$ cat config.mk
export PLATFORM = sky130hd
export DESIGN_NAME = tmr_recovery_sequencer
export DESIGN_NICKNAME = d
export VERILOG_FILES = /design/src/rtl/tmr_recovery_pkg.sv /design/src/rtl/tmr_fault_decoder.sv /design/src/rtl/tmr_recovery_sequencer.sv
export SDC_FILE = /design/constraint.sdc
export NUM_CORES = 1
export LEC_CHECK = 0
export CELL_PAD_IN_SITES_DETAIL_PLACEMENT = 1
export CELL_PAD_IN_SITES_GLOBAL_PLACEMENT = 1
export CORE_MARGIN = 2
export CORE_UTILIZATION = 35
export CTS_CLUSTER_DIAMETER = 60
export DETAILED_ROUTE_END_ITERATION = 7
export HOLD_SLACK_MARGIN = 0.15
export PLACE_DENSITY_LB_ADDON = 0.1
export SETUP_SLACK_MARGIN = 0.3
export SKIP_LAST_GASP = 1
export SYNTH_ARGS = -nofsm -noshare
export SYNTH_HDL_FRONTEND = slang
export SYNTH_SLANG_ARGS = --single-unit
$ cat constraint.sdc
create_clock -name s00_axi_aclk -period 2.5 [get_ports s00_axi_aclk]
set_clock_uncertainty 0.05 [all_clocks]
set_input_delay 0.375 -clock s00_axi_aclk [delete_from_list [all_inputs] [get_ports s00_axi_aclk]]
set_output_delay 0.375 -clock s00_axi_aclk [all_outputs]
set_load 0.01 [all_outputs]
$ cat src/rtl/tmr_recovery_pkg.sv
`default_nettype none
// +----------------------------------------------------------------------------+
// | Package : tmr_recovery_pkg                                                 |
// | Shared state encodings, CPU indices and output decode for the TMR          |
// | recovery sequencer and the bus monitor drivers.                            |
// | Revision: 1.0                                                              |
// +----------------------------------------------------------------------------+
package tmr_recovery_pkg;

    localparam logic [2:0] c_ST_IDLE    = 3'd0;
    localparam logic [2:0] c_ST_HALT    = 3'd1;
    localparam logic [2:0] c_ST_RESET   = 3'd2;
    localparam logic [2:0] c_ST_RELEASE = 3'd3;
    localparam logic [2:0] c_ST_RESUME  = 3'd4;
    localparam logic [2:0] c_ST_FATAL   = 3'd5;

    localparam logic [1:0] c_CPU0 = 2'd0;
    localparam logic [1:0] c_CPU1 = 2'd1;
    localparam logic [1:0] c_CPU2 = 2'd2;

    typedef enum logic [1:0] {
        FLT_NONE   = 2'd0,
        FLT_SINGLE = 2'd1,
        FLT_MULTI  = 2'd2
    } flt_class_t;

    typedef struct packed {
        logic [2:0] cpu_enable_clk;
        logic [2:0] cpu_reset;
        logic       override_reset_vector;
        logic       reset_to_recovery;
        logic       cpu_back_online;
        logic       busy;
        logic       fatal;
    } seq_out_t;

    // Output pattern that holds for the whole time the sequencer sits in a state.
    function automatic seq_out_t state_outputs(input logic [2:0] state, input logic [1:0] cpu);
        seq_out_t w_out;
        w_out                = '0;
        w_out.cpu_enable_clk = 3'b111;
        case (state)
            c_ST_IDLE: begin
                w_out.cpu_enable_clk = 3'b111;
            end
            c_ST_HALT: begin
                w_out.cpu_enable_clk = 3'b000;
                w_out.busy           = 1'b1;
            end
            c_ST_RESET: begin
                w_out.cpu_enable_clk        = 3'b000;
                w_out.cpu_reset             = 3'b001 << cpu;
                w_out.override_reset_vector = 1'b1;
                w_out.reset_to_recovery     = 1'b1;
                w_out.busy                  = 1'b1;
            end
            c_ST_RELEASE: begin
                w_out.cpu_enable_clk        = 3'b000;
                w_out.override_reset_vector = 1'b1;
                w_out.reset_to_recovery     = 1'b1;
                w_out.busy                  = 1'b1;
            end
            c_ST_RESUME: begin
                w_out.cpu_enable_clk  = 3'b111;
                w_out.cpu_back_online = 1'b1;
                w_out.busy            = 1'b1;
            end
            default: begin
                w_out.cpu_enable_clk = 3'b000;
                w_out.cpu_reset      = 3'b111;
                w_out.fatal          = 1'b1;
            end
        endcase
        return w_out;
    endfunction

endpackage
`default_nettype wire

$ cat src/rtl/tmr_fault_decoder.sv
`default_nettype none
// +----------------------------------------------------------------------------+
// | Module  : tmr_fault_decoder                                                |
// | Classifies the per-CPU disagreement flags as none/single/multi and gives   |
// | the index of the lowest flagged CPU.                                       |
// | Revision: 1.0                                                              |
// +----------------------------------------------------------------------------+
module tmr_fault_decoder
    import tmr_recovery_pkg::*;
(
    input  logic [2:0] i_flags,
    output flt_class_t o_class,
    output logic [1:0] o_index
);

    logic [1:0] w_pop;

    always_comb begin
        w_pop = 2'(i_flags[0]) + 2'(i_flags[1]) + 2'(i_flags[2]);

        case (w_pop)
            2'd0:    o_class = FLT_NONE;
            2'd1:    o_class = FLT_SINGLE;
            default: o_class = FLT_MULTI;
        endcase

        if (i_flags[0]) begin
            o_index = c_CPU0;
        end else if (i_flags[1]) begin
            o_index = c_CPU1;
        end else if (i_flags[2]) begin
            o_index = c_CPU2;
        end else begin
            o_index = c_CPU0;
        end
    end

endmodule
`default_nettype wire

$ cat src/rtl/tmr_recovery_sequencer.sv
`default_nettype none
// +----------------------------------------------------------------------------+
// | Module  : tmr_recovery_sequencer                                           |
// | Hardware recovery of a single faulty CPU in a TMR triplet: halt, reset to  |
// | the recovery vector, release, resume, and handshake with the bus monitor.  |
// | Revision: 1.0                                                              |
// +----------------------------------------------------------------------------+
module tmr_recovery_sequencer
    import tmr_recovery_pkg::*;
#(
    parameter int HALT_CYCLES    = 16,
    parameter int RESET_CYCLES   = 32,
    parameter int TIMEOUT_CYCLES = 1024,
    parameter int CNT_W          = 16
) (
    input  logic             s00_axi_aclk,
    input  logic             s00_axi_areset,
    input  logic             enable,
    input  logic [2:0]       bus_invalid,
    input  logic [2:0]       actual_cpu_reset,
    input  logic             ack_back_online,
    output logic [2:0]       cpu_enable_clk,
    output logic [2:0]       cpu_reset,
    output logic             override_reset_vector,
    output logic             reset_to_recovery,
    output logic             cpu_back_online,
    output logic             busy,
    output logic             fatal,
    output logic [1:0]       faulty_cpu,
    output logic [CNT_W-1:0] recovery_count
);

    localparam int              c_CW          = $clog2(TIMEOUT_CYCLES + 1);
    localparam logic [c_CW-1:0] c_HALT_LEN    = c_CW'(HALT_CYCLES);
    localparam logic [c_CW-1:0] c_RESET_LEN   = c_CW'(RESET_CYCLES);
    localparam logic [c_CW-1:0] c_TIMEOUT_LEN = c_CW'(TIMEOUT_CYCLES);

    logic [2:0]       r_flags;
    flt_class_t       w_class;
    logic [1:0]       w_index;
    logic [2:0]       r_state;
    logic [2:0]       w_next;
    logic [c_CW-1:0]  r_cnt;
    logic [c_CW-1:0]  w_elapsed;
    logic             w_timeout;
    logic [2:0]       w_act_shift;
    logic             w_act_reset;
    logic [1:0]       r_faulty;
    logic [1:0]       w_faulty_next;
    seq_out_t         r_out;
    logic [CNT_W-1:0] r_count;

    tmr_fault_decoder u_decoder (
        .i_flags (r_flags),
        .o_class (w_class),
        .o_index (w_index)
    );

    // w_elapsed counts the current cycle, so a state lasts exactly N cycles
    // when the exit test is w_elapsed >= N.
    always_comb begin
        w_elapsed   = r_cnt + c_CW'(1);
        w_timeout   = (w_elapsed >= c_TIMEOUT_LEN);
        w_act_shift = actual_cpu_reset >> r_faulty;
        w_act_reset = w_act_shift[0];
        w_next      = r_state;

        case (r_state)
            c_ST_IDLE: begin
                if (enable && (w_class == FLT_SINGLE)) begin
                    w_next = c_ST_HALT;
                end else if (enable && (w_class == FLT_MULTI)) begin
                    w_next = c_ST_FATAL;
                end
            end
            c_ST_HALT: begin
                if (w_elapsed >= c_HALT_LEN) begin
                    w_next = c_ST_RESET;
                end
            end
            c_ST_RESET: begin
                if ((w_elapsed >= c_RESET_LEN) && w_act_reset) begin
                    w_next = c_ST_RELEASE;
                end else if (w_timeout) begin
                    w_next = c_ST_FATAL;
                end
            end
            c_ST_RELEASE: begin
                if (!w_act_reset) begin
                    w_next = c_ST_RESUME;
                end else if (w_timeout) begin
                    w_next = c_ST_FATAL;
                end
            end
            c_ST_RESUME: begin
                if (ack_back_online) begin
                    w_next = c_ST_IDLE;
                end else if (w_timeout) begin
                    w_next = c_ST_FATAL;
                end
            end
            default: begin
                w_next = c_ST_FATAL;
            end
        endcase

        w_faulty_next = ((r_state == c_ST_IDLE) && (w_next == c_ST_HALT)) ? w_index : r_faulty;
    end

    always_ff @(posedge s00_axi_aclk) begin
        if (s00_axi_areset) begin
            r_flags  <= 3'b000;
            r_state  <= c_ST_IDLE;
            r_cnt    <= '0;
            r_faulty <= c_CPU0;
            r_out    <= state_outputs(c_ST_IDLE, c_CPU0);
            r_count  <= '0;
        end else begin
            r_flags  <= bus_invalid;
            r_state  <= w_next;
            r_faulty <= w_faulty_next;
            r_out    <= state_outputs(w_next, w_faulty_next);

            if ((w_next != r_state) || (w_next == c_ST_IDLE) || (w_next == c_ST_FATAL)) begin
                r_cnt <= '0;
            end else begin
                r_cnt <= w_elapsed;
            end

            if ((r_state == c_ST_RESUME) && (w_next == c_ST_IDLE) && (r_count != '1)) begin
                r_count <= r_count + CNT_W'(1);
            end
        end
    end

    assign cpu_enable_clk        = r_out.cpu_enable_clk;
    assign cpu_reset             = r_out.cpu_reset;
    assign override_reset_vector = r_out.override_reset_vector;
    assign reset_to_recovery     = r_out.reset_to_recovery;
    assign cpu_back_online       = r_out.cpu_back_online;
    assign busy                  = r_out.busy;
    assign fatal                 = r_out.fatal;
    assign faulty_cpu            = r_faulty;
    assign recovery_count        = r_count;

endmodule
`default_nettype wire
==> impl_results.md, run 1 <==
* Routed Antenna Nets at 0
* Drt wl/cell at 15.07 um
* Initial DRC count at 94
* Worst vdd ir at around 0.00022 V
* Peak Freq at 410.5 MHz
* Leak at about 0.0011 uW
* CP max FO at 4
* Ant diodes at 0
* Nature of the critical path startpoint: flip-flop
* # Max-Cap Violations at 0
* Largest family of logic cells by synthesized area: simple AND/OR/NAND/NOR gates
* CP Capture Type: flip-flop
* Top post-synthesis cells by area: dfxtp_1 (40%), nor2_1 (6.7%), nand3_1 (4.4%), xnor2_1 (4.1%), xor2_1 (3.7%)
* Critical Path RT at ~2.6 ns
* Die ar. at 0.006747 mm^2
* Most common cell after layout, fill and taps aside: clkdlybuf4s50_1
* Routed WL at 5939 um
* Syn Inst Count at between 200 and 300
* Via/cell ratio at about 5.1
* Cell variety after synth at 49
* Synth Area in Simple Gates at 0.2588
* CTS clk-pin slew, worst paths at about 0.08 ns
* Dpl cell area at between 0.002 and 0.003 mm^2
* Vias at just over 2,000
* XOR/XNOR share of the synthesized area at 0.07787
* Longest Clk Path Bufs at 2
* Sequential share of the synthesized area at 0.4028
* Arrival @ worst endpoint at 2.58 ns
* Avg Cell Area, Syn at roughly 8.5 um^2
* Die height at roughly 82 um
* DR DRC count at 0
* CTS sink count at 43
* Met3 WL at approximately 170 um
* Mux cell area share after synthesis at 0.02342
* RSZ-0062 raised after global routing: yes
* CTS tree: done
* Final TNS setup at 0 ns
* Syn nets at 264
* Hold Path Class: reg2reg
* FFs w/ async S/R, synth at 0
* Final hold slack at about 0.47 ns
* Most common flop cell mapped by yosys: dfxtp_1
* Area grow syn2layout at 42.56%
* Post-synth top area share at 0.4028
* Adder-cell share of the synthesized area at 0.02576
* Pins Over Slew Limit at 0
* Finished Cell Area at approximately 0.0030 mm^2
* WS Path Type: reg2reg
* Clk root buf: clkbuf_8
* Compound-cell area share of the yosys netlist at 0.1639
* Core area at 0.005921 mm^2
* Final hold vios at 0
* Final setup viols at 0
* IO Count at 39
* Area leader, netlist: dfxtp_1
* Min Tclk post-route at 2.436 ns
* DR WL met2 at about 2900 um
* Yosys warning count at 0
* Pwr Density at between 500 and 600 mW/mm^2
* Vias in the first global route at a little over 2,000
* Final worst-path cycle share at 0.9744
* DRT Pass-1 Iters at 4
* First-pass GRT wire length at 9722 um
* DPL Wire Length at approximately 4000 um
* FP Rows at 28
* Most frequent cells in the layout: clkdlybuf4s50_1 (38), dfxtp_1 (34), nor2_1 (30)
* EDFF count, synth at 0
* Initial antenna violation count at 0
* GPL Wtd Cong at 0.8659
* Status: finished clean
* GRT Residual Overflow at 0
* IO buf count at 38
* Die Wd at a little over 80 um
* Synthesis-stage register bit count at 43
* H-tree Lvls at 2
* Initial Util at 0.3609
* Highest routed layer: met4
* GRT Resource Usage Total at 0.1876
* Worst-skew pair later-pin latency at 0.30 ns
* CTS Buf Count at 5
* Largest net degree at the start of global routing at 13
* Fin nets at ~330
* Layout cells sized above 1 at 0.2445
* Mapped Area at between 0.002 and 0.0025 mm^2
* Length of routed wiring on met1 at around 2800 um
* Finished Core Util at 0.5146
[path summary, 6_finish.rpt]
check / from / endpoint / slack [ns] / cells after the start
max: r_cnt[1] / r_cnt[3] / 0.06 / 9
min: recovery_count[6] / recovery_count[6] / 0.47 / 2
max reg2reg: r_cnt[1] / r_cnt[3] / 0.06 / 9
min reg2reg: recovery_count[6] / recovery_count[6] / 0.47 / 2
[power by group]
group,switching [uW],internal [uW]
sequential,30.6,716
combinational,194,211
clock,237,196
[stage by stage]
stage          power (uW)  cells  setup WS, ns
4_1_cts              1562    390       0.09738
3_5_place_dp         1077    374       -0.1121
3_3_place_gp         1072    374      -0.09931
2_1_floorplan       933.0    251        0.1632
5_1_grt              1669    394      -0.01421
6_report             1584    394       0.06403
[per-layer routing]
| metal | track usage | up-vias |
|---|---|---|
| met3 | 0.03370 | 9 |
| met1 | 0.2401 | 958 |
| met2 | 0.3187 | 36 |
| li1 | - | 1019 |
| met4 | 0.06167 | 0 |
| met5 | 0 | - |
[sequential cells by signal, indices dropped and copies added, names as in the netlist]
signal / flops
cpu_back_online: 1
r_cnt: 11
r_state: 3
faulty_cpu: 2
cpu_reset: 3
busy: 1
r_flags: 3
recovery_count: 16
fatal: 1
override_reset_vector: 1
cpu_enable_clk: 1
[final cells by class]
cell class	count	area, um^2
Clock buffer	7	76.32
Clock inverter	1	5.005
Fill cell	703	2874
Inverter	9	33.78
Multi-Input combinational cell	187	1309
Sequential cell	43	874.6
Tap cell	75	93.84
Timing Repair Buffer	72	654.4
[synthesized netlist by cell type (2+ instances only)]
master / instances
a311o_1: 2
dfxtp_1: 43
and3_1: 2
ha_1: 2
nand3_1: 19
clkbuf_1: 8
xor2_1: 9
or3_1: 7
o21a_1: 3
nor2b_1: 5
a21oi_1: 12
nand3b_1: 4
o211ai_1: 3
inv_1: 9
o21ai_0: 12
and2_1: 2
a31oi_1: 2
mux2i_1: 5
and4_1: 4
xnor2_1: 10
buf_4: 3
nor2_1: 38
nand4_1: 3
nor3_1: 8
nand2_1: 12
[cells by family after synthesis]
group	Yosys count
xor+xnor	19
mux	5
buf+inv	21
flops	43
simple gates	110
compound gates	48
other cells	1
fa+ha+maj	4
[what timing repair did]
action | CTS | global route
endpoints found under the setup margin | 18 | 18
hold buffers | 0 | 0
pin swaps | 13 | 12
resized for setup | 13 | 23
buffers inserted | 8 | 4
[worst max-delay path, cell delays in order, from the launching register on]
cell	delay [ns]
dfxtp_4	0.36
ha_4	0.16
a2111o_1	0.41
a211oi_2	0.23
buf_4	0.18
a21oi_4	0.06
a311o_1	0.39
o2111ai_4	0.29
buf_6	0.17
nor2_1	0.04
Note: power is estimated with default switching activity, not from simulation.
==> run 2: changes to the inputs <==
--- a/config.mk
+++ b/config.mk
@@ -5,6 +5,7 @@
 export SDC_FILE = /design/constraint.sdc
 export NUM_CORES = 1
 export LEC_CHECK = 0
+export ABC_AREA = 0
 export CELL_PAD_IN_SITES_DETAIL_PLACEMENT = 1
 export CELL_PAD_IN_SITES_GLOBAL_PLACEMENT = 1
 export CORE_MARGIN = 2
==> results of run 2 <==
Same layout as run 1: the final DEF is identical, and so are final timing and power.
